==> src/rtl/parity_check.sv <==
// rtl/parity_check.sv - serial LSB-first parity checker with early stop on zero remainder
// Returns a registered err flag and a one-cycle done pulse per accepted check.
module parity_check #(
   parameter int WIDTH = 8,
   parameter bit ODD   = 1'b0
) (
   input  logic             clk,
   input  logic             rst,
   input  logic             init,
   input  logic [WIDTH-1:0] data_in,
   input  logic             par_in,
   output logic             busy,
   output logic             done,
   output logic             err
);

   typedef enum logic {IDLE, SHIFT} state_t;

   state_t           state_q, state_d;
   logic [WIDTH-1:0] shreg_q, shreg_d;
   logic             acc_q, acc_d;
   logic             busy_q, busy_d;
   logic             done_q, done_d;
   logic             err_q, err_d;

   always_ff @(posedge clk or negedge rst) begin
      if (!rst) begin
         state_q <= IDLE;
         shreg_q <= '0;
         acc_q   <= 1'b0;
         busy_q  <= 1'b0;
         done_q  <= 1'b0;
         err_q   <= 1'b0;
      end else begin
         state_q <= state_d;
         shreg_q <= shreg_d;
         acc_q   <= acc_d;
         busy_q  <= busy_d;
         done_q  <= done_d;
         err_q   <= err_d;
      end
   end

   always_comb begin
      state_d = state_q;
      unique case (state_q)
         IDLE:  if (init) state_d = SHIFT;
         SHIFT: if (shreg_q == '0) state_d = IDLE;
      endcase
   end

   // The accumulator is seeded with the received parity bit, so once the word is
   // drained it holds XOR(data)^par and only needs comparing against ODD.
   always_comb begin
      shreg_d = shreg_q;
      acc_d   = acc_q;
      busy_d  = busy_q;
      err_d   = err_q;
      done_d  = 1'b0;
      unique case (state_q)
         IDLE: begin
            if (init) begin
               shreg_d = data_in;
               acc_d   = par_in;
               err_d   = 1'b0;
               busy_d  = 1'b1;
            end
         end
         SHIFT: begin
            if (shreg_q != '0) begin
               acc_d   = acc_q ^ shreg_q[0];
               shreg_d = shreg_q >> 1;
            end else begin
               err_d  = acc_q ^ ODD;
               done_d = 1'b1;
               busy_d = 1'b0;
            end
         end
      endcase
   end

   assign busy = busy_q;
   assign done = done_q;
   assign err  = err_q;

endmodule

==> config.mk <==
export PLATFORM = sky130hd
export DESIGN_NAME = parity_check
export DESIGN_NICKNAME = d
export VERILOG_FILES = /design/src/rtl/parity_check.sv
export SDC_FILE = /design/constraint.sdc
export NUM_CORES = 1
export LEC_CHECK = 0
export BUFFER_PORTS_ARGS = -buffer_cell sky130_fd_sc_hd__buf_2
export CORE_AREA = 2 2 39 41
export CTS_CLUSTER_SIZE = 16
export DETAILED_ROUTE_END_ITERATION = 8
export DIE_AREA = 0 0 41 43
export GPL_TIMING_DRIVEN = 1
export PLACE_DENSITY = 0.79
export SLEW_MARGIN = 25
export SYNTH_ARGS = -nofsm -noshare
export SYNTH_HDL_FRONTEND = slang
export SYNTH_SLANG_ARGS = --single-unit
==> constraint.sdc <==
create_clock -name clk -period 3.1 [get_ports clk]
set_clock_uncertainty 0.15 [all_clocks]
set_input_delay 0.31 -clock clk [delete_from_list [all_inputs] [get_ports clk]]
set_output_delay 0.31 -clock clk [all_outputs]
set_load 0.1 [all_outputs]
==> results.ini, run 1 <==
[layout]
final_cell_mix=buf_2, dfrtp_1, nor2_1, mux2i_1, a211oi_1
drive_gt1_share_pct=27.6
fin_cells=92
area_delta_synth_final_pct=15.6
seq_area_um2=325
fin_nets=89
fillCellCount=118
fin_area_um2=779
diodes=0
layout_commonest_cell=buf_2
multi_input_area_um2=320

[clock_tree]
post_cts_buffers=0
root_buffer=clkbuf_4
cts_tree=yes
clock-sinks=13
htreeDepth=1
cts.path.max_buffers=2
clk_pin_slew_ns=0.08
clk_latency_ns=0.28
cts_buffers=3
ctsResizeCount=0

[sta]
hold_violations=0
tightestPinTransition_ns=0.530
setup_viol=0
max_freq_mhz=523
rsz0062_at_grt=no
tns_ns=0
fin_hold_ws_ns=0.131
period_needed_ns=1.91
fin_crit_sh_pct=61.7
slew_violations=0
maxSlewHeadroom_pct=64.6

[synth]
synth.distinct_cells=23
netlist_area_um2=674
synth-seq-area-share_pct=48.2
synthCells=60
synth-seq-cells=13
syn_nets=72
syn_area_per_cell_um2=11.2
ys_warn_count=0

[run]
maxCapViolations=0

[routing]
drtAntennaViolNets=0
routed_via_density=5.57
first_iter_violations=8
firstDrtPassIters=2
routed_wirelength_um=1280
vias=512
drc_errors=0
wl_per_cell_um=13.9

[worst_setup_path]
critPathCaptureType=flop
r2r_slack_ns=1.19
cp-endpoint=err$_DFFE_PN0P_
r2r_start=state_q$_DFF_PN0_
required_ns=3.15
cp_data_arrival_time_ns=1.97
start_kind=flop
crit_fanout=15
rr_endpoint=err$_DFFE_PN0P_
criticalPathCategory=flop to flop
rr_worst_depth=3
critical_path.startpoint=state_q$_DFF_PN0_

[die]
rows=14
pin_count=15
die_h_um=43
die_w_um=41
coreArea_um2=1380
dieArea_um2=1760
initial_core_util_pct=48.7

[global_route]
overflow=0
grt_start_max_net_pins=16
grt_pass1_vias=483
grt_pass1_wl_um=2060
antenna_found_initial=0
grt_usage_pct=17.9

[place]
placed_cell_area_um2=743
port_buffers=14
globalplace.congestion=0.763
dp.cells=87
post-dp-hpwl_um=960

[power_and_ir_drop]
p_per_area_nw_per_um2=1140
p_leak_nw=0.405
vdd.ir_drop.worst_v=0.000440

[hold_path]
hold_class=primary input to flop

[status]
status=finished, final reports clean

[metrics by stage]
| stage | total power (W) | setup WS, ns | util [%] |
|---|---|---|---|
| floorplan | 0.000712 | 1.68 | - |
| detailed placement | 0.000783 | 1.22 | 53.7 |
| finish | 0.000885 | 1.19 | 56.3 |
| CTS | 0.000890 | 1.21 | 56.3 |
| global placement | 0.000769 | 1.29 | 53.7 |
| global route | 0.000949 | 1.04 | 56.3 |
[final cells by class]
type / count / share of cell area [%]
inverter: 2 / 0.963
multi-input combinational: 42 / 41.1
sequential: 13 / 41.7
tap: 16 / 2.57
timing repair buffer: 15 / 10.3
clock buffer: 4 / 3.37
[where the power goes]
group,leakage (nW),total [W],internal [W],switching [W]
combinational,0.228,0.000431,0.000182,0.000249
sequential,0.162,0.000349,0.000243,0.000106
clock,0.0150,0.000105,0.0000499,0.0000548
total,0.405,0.000885,0.000475,0.000410
[routing by layer]
metal | share of wire, % | global-route usage (%) | up-vias
met5 | 0 | 0 | -
li1 | - | - | 254
met4 | 3.1 | 12.0 | 0
met2 | 48 | 26.3 | 12
met3 | 4.1 | 3.14 | 5
met1 | 45 | 22.7 | 241
[sequential cells by signal (all words and copies together), names as in the netlist]
signal and count:
acc_q 1, busy 1, done 1, err 1
shreg_q 8, state_q 1
[worst min path at each step]
stage,start,cells after the start,endpoint,slack [ns]
after global placement,rst,1,busy$_DFFE_PN0P_,0.06
after detailed placement,rst,1,busy$_DFFE_PN0P_,0.06
after CTS,data_in[7],3,shreg_q[7]$_DFFE_PN0P_,0.13
after floorplan,rst,0,acc_q$_DFFE_PN0P_,-0.14
final,data_in[7],3,shreg_q[7]$_DFFE_PN0P_,0.13
after global routing,data_in[7],3,shreg_q[7]$_DFFE_PN0P_,0.16
[repair_timing]
item	CTS	global route
hold buffers	1	0
hold endpoints to repair	13	0
endpoints found under the setup margin	0	0
[worst max-delay path, cell delays in order (launching register included)]
cell     delay [ns]
dfrtp_1        0.68
nor4b_4        0.35
and3b_1        0.43
mux2i_1        0.22
[synth_stat cells]
cell | instances | area share, %
nand2_1 | 1 | 0.56
xnor2_1 | 1 | 1.3
a21oi_1 | 3 | 2.2
inv_1 | 2 | 1.1
nor4_4 | 1 | 3.2
nor2b_1 | 1 | 0.93
buf_2 | 2 | 1.5
nor2_1 | 9 | 5.0
a32oi_1 | 1 | 1.3
or4_1 | 1 | 1.1
a21o_1 | 1 | 1.1
and3b_1 | 1 | 1.3
or2_2 | 1 | 0.93
a211oi_1 | 6 | 6.7
nand2b_1 | 2 | 1.9
nor3_1 | 1 | 0.74
buf_6 | 1 | 1.7
o21ai_0 | 1 | 0.74
nor4b_4 | 1 | 3.5
or4b_1 | 1 | 1.5
mux2i_1 | 8 | 12
dfrtp_1 | 13 | 48
o221a_2 | 1 | 1.7
[cells by family (layout without fill, tap and decap cells)]
family                    Yosys count  in the layout  share of synthesized area, %
muxes                               8              8                          11.9
DFF                                13             13                          48.2
buffers and inverters               5             21                          4.27
xor gates and xnor gates            1              1                          1.30
and+or+nand+nor                    20             20                          20.6
AOI/OAI and AO/OA                  13             13                          13.7
No activity file was read; power rests on OpenSTA's default activity.
==> inputs of run 2 (changes only) <==
--- a/config.mk
+++ b/config.mk
@@ -6,12 +6,11 @@
 export NUM_CORES = 1
 export LEC_CHECK = 0
 export BUFFER_PORTS_ARGS = -buffer_cell sky130_fd_sc_hd__buf_2
-export CORE_AREA = 2 2 39 41
+export CORE_UTILIZATION = 45
 export CTS_CLUSTER_SIZE = 16
 export DETAILED_ROUTE_END_ITERATION = 8
-export DIE_AREA = 0 0 41 43
 export GPL_TIMING_DRIVEN = 1
-export PLACE_DENSITY = 0.79
+export PLACE_DENSITY = 0.75
 export SLEW_MARGIN = 25
 export SYNTH_ARGS = -nofsm -noshare
 export SYNTH_HDL_FRONTEND = slang
==> constraint.sdc (replaced) <==
create_clock -name clk -period 1.5 [get_ports clk]
set_clock_uncertainty 0.15 [all_clocks]
set_input_delay 0.15 -clock clk [delete_from_list [all_inputs] [get_ports clk]]
set_output_delay 0.15 -clock clk [all_outputs]
set_load 0.1 [all_outputs]
==> run 2 against run 1 <==
Net effect: final area rose by 11%; combinational power increased to 2.6 times the previous value; global-route usage up 1.9 points; register-to-register slack got worse by 1.1 ns; clock power rose by 110%; sequential cell count stayed put; fmax up 31%; sequential power grew 97%; critical path type unchanged; critical endpoint unchanged; largest cell class unchanged; largest power group unchanged; highest routed layer unchanged.
==> results.ini, run 2 (same netlist as run 1, synthesis figures left out) <==
[place]
placed_cell_area_um2=802  ; was 743 um2
post-dp-hpwl_um=979  ; was 960 um
globalplace.congestion=0.796  ; was 0.763
port_buffers=14  ; unchanged
dp.cells=94  ; was 87
dp_slack_ns=0.0413  ; was 1.22 ns

[layout]
fillCellCount=124  ; was 118
diodes=0  ; unchanged
regMostFlops=shreg_q  ; unchanged
final_cell_mix=buf_2, dfrtp_1, nor2_1, mux2i_1, buf_4  ; was buf_2, dfrtp_1, nor2_1, mux2i_1, a211oi_1
layout_commonest_cell=buf_2  ; unchanged
largest_reg_flops=8  ; unchanged
area_delta_synth_final_pct=28.2  ; was 15.6%
drive_gt1_share_pct=39.5  ; was 27.6%
fin_area_um2=865  ; was 779 um2
fin_cells=101  ; was 92
fin_nets=99  ; was 89

[worst_setup_path]
critPathCaptureType=flop  ; unchanged
start_kind=flop  ; unchanged
cp_data_arrival_time_ns=1.51  ; was 1.97 ns
crit_fanout=5  ; was 15
criticalPathCategory=flop to flop  ; unchanged
rr_worst_depth=4  ; was 3
required_ns=1.56  ; was 3.15 ns

[routing]
routed_wirelength_um=1320  ; was 1280 um
routed_via_density=5.31  ; was 5.57
vias=536  ; was 512
wl_per_cell_um=13.1  ; was 13.9 um
firstDrtPassIters=2  ; unchanged
first_iter_violations=8  ; unchanged
drtAntennaViolNets=0  ; unchanged
drc_errors=0  ; unchanged

[clock_tree]
cts.path.max_buffers=2  ; unchanged
clk_latency_ns=0.28  ; about the same
htreeDepth=1  ; unchanged
root_buffer=clkbuf_4  ; unchanged
clk_pin_slew_ns=0.08  ; about the same
clock-sinks=13  ; unchanged
cts_buffers=3  ; unchanged
cts_tree=yes  ; unchanged

[sta]
tns_ns=0  ; unchanged
fin_crit_sh_pct=97.0  ; was 61.7%
setup_viol=0  ; unchanged
slew_violations=0  ; unchanged
tightestPinTransition_ns=0.482  ; was 0.530 ns
hold_violations=0  ; unchanged
rsz0062_at_grt=yes  ; was no
layout_setup_ws_ns=0.0457  ; was 1.19 ns
fin_hold_ws_ns=0.0151  ; was 0.131 ns
maxSlewHeadroom_pct=68.1  ; was 64.6%
max_freq_mhz=688  ; was 523 MHz
period_needed_ns=1.45  ; was 1.91 ns

[die]
dieArea_um2=1660  ; was 1760 um2
initial_core_util_pct=50.0  ; was 48.7%
die_h_um=40.7  ; was 43 um
die_w_um=40.7  ; was 41 um
pin_count=15  ; unchanged
rows=13  ; was 14
coreArea_um2=1350  ; was 1380 um2

[status]
status=finished, final reports clean  ; unchanged

[power_and_ir_drop]
vdd.ir_drop.worst_v=0.00101  ; was 0.000440 V
p_per_area_nw_per_um2=2330  ; was 1140 nW/um2
p_leak_nw=0.453  ; was 0.405 nW

[global_route]
grt_pass1_wl_um=2030  ; was 2060 um
grt_pass1_vias=452  ; was 483
overflow=0  ; unchanged
antenna_found_initial=0  ; unchanged
grt_start_max_net_pins=14  ; was 16
grt_usage_pct=19.8  ; was 17.9%

[hold_path]
min_path_cells=2  ; was 3
hold_class=primary input to flop  ; unchanged

[run]
maxCapViolations=0  ; unchanged

[run 2: cell count changes in the layout (fill, tap and decap cells not counted)]
cell	previous run	this run
and3b_2	0	1
buf_4	0	8
dlygate4sd3_1	1	2
clkbuf_1	1	0
and3b_1	1	0
buf_6	0	1
clkinv_2	0	1
dfrtp_2	0	2
dfrtp_1	13	11
[run 2: worst paths after layout]
kind                                        startpoint  slack (ns)                endpoint
min in group asynchronous                          rst        0.13  shreg_q[7]$_DFFE_PN0P_
worst max-delay path            shreg_q[4]$_DFFE_PN0P_        0.05         err$_DFFE_PN0P_
worst min-delay path                        data_in[2]        0.02  shreg_q[2]$_DFFE_PN0P_
worst min register to register        busy$_DFFE_PN0P_        0.36        busy$_DFFE_PN0P_
worst max register to register  shreg_q[4]$_DFFE_PN0P_        0.05         err$_DFFE_PN0P_
max in group asynchronous                          rst        0.83  shreg_q[6]$_DFFE_PN0P_
[run 2: worst max-delay path, cell delays in order (launching register included)]
cell and delay [ns]:
dfrtp_2 0.44, nor4b_4 0.29, and3b_2 0.23, buf_6 0.11, mux2i_1 0.16
[run 2: metal layers]
metal	vias to the layer above	routed length (um)	GRT usage, %
li1	273	-	-
met1	248	666	26.4
met2	13	587	29.4
met3	2	51	6.52
met4	0	16	7.50
met5	-	0	0
[run 2: where the power goes]
group          internal [W]  total [W]  leakage (nW)  switching, W
Combinational      0.000529    0.00111         0.276      0.000581
Clock             0.0000989   0.000220        0.0177      0.000121
Sequential         0.000511   0.000687         0.159      0.000177
Total               0.00114    0.00202         0.453      0.000879
[run 2: what timing repair did]
action | 4_1_cts | 5_1_grt
gates resized for setup | 0 | 4
endpoints found under the setup margin | 0 | 5
setup buffers | 0 | 1
hold buffers | 2 | 0
endpoints found under the hold margin | 14 | 0
[run 2: per-stage QoR]
stage	util (%)	power [W]
2_1_floorplan	-	0.00147
3_5_place_dp	59.4	0.00177
5_1_grt	64.0	0.00217
6_report	64.0	0.00202
4_1_cts	62.9	0.00199
3_3_place_gp	59.4	0.00175
[run 2: cell type report]
class	instances	area, um2	share of cell area [%]
sequential	13	328	37.9
tap	15	18.8	2.17
multi-input combinational	42	322	37.2
clock inverter	1	5.00	0.579
clock buffer	3	22.5	2.60
inverter	2	7.51	0.868
timing repair buffer	25	161	18.7
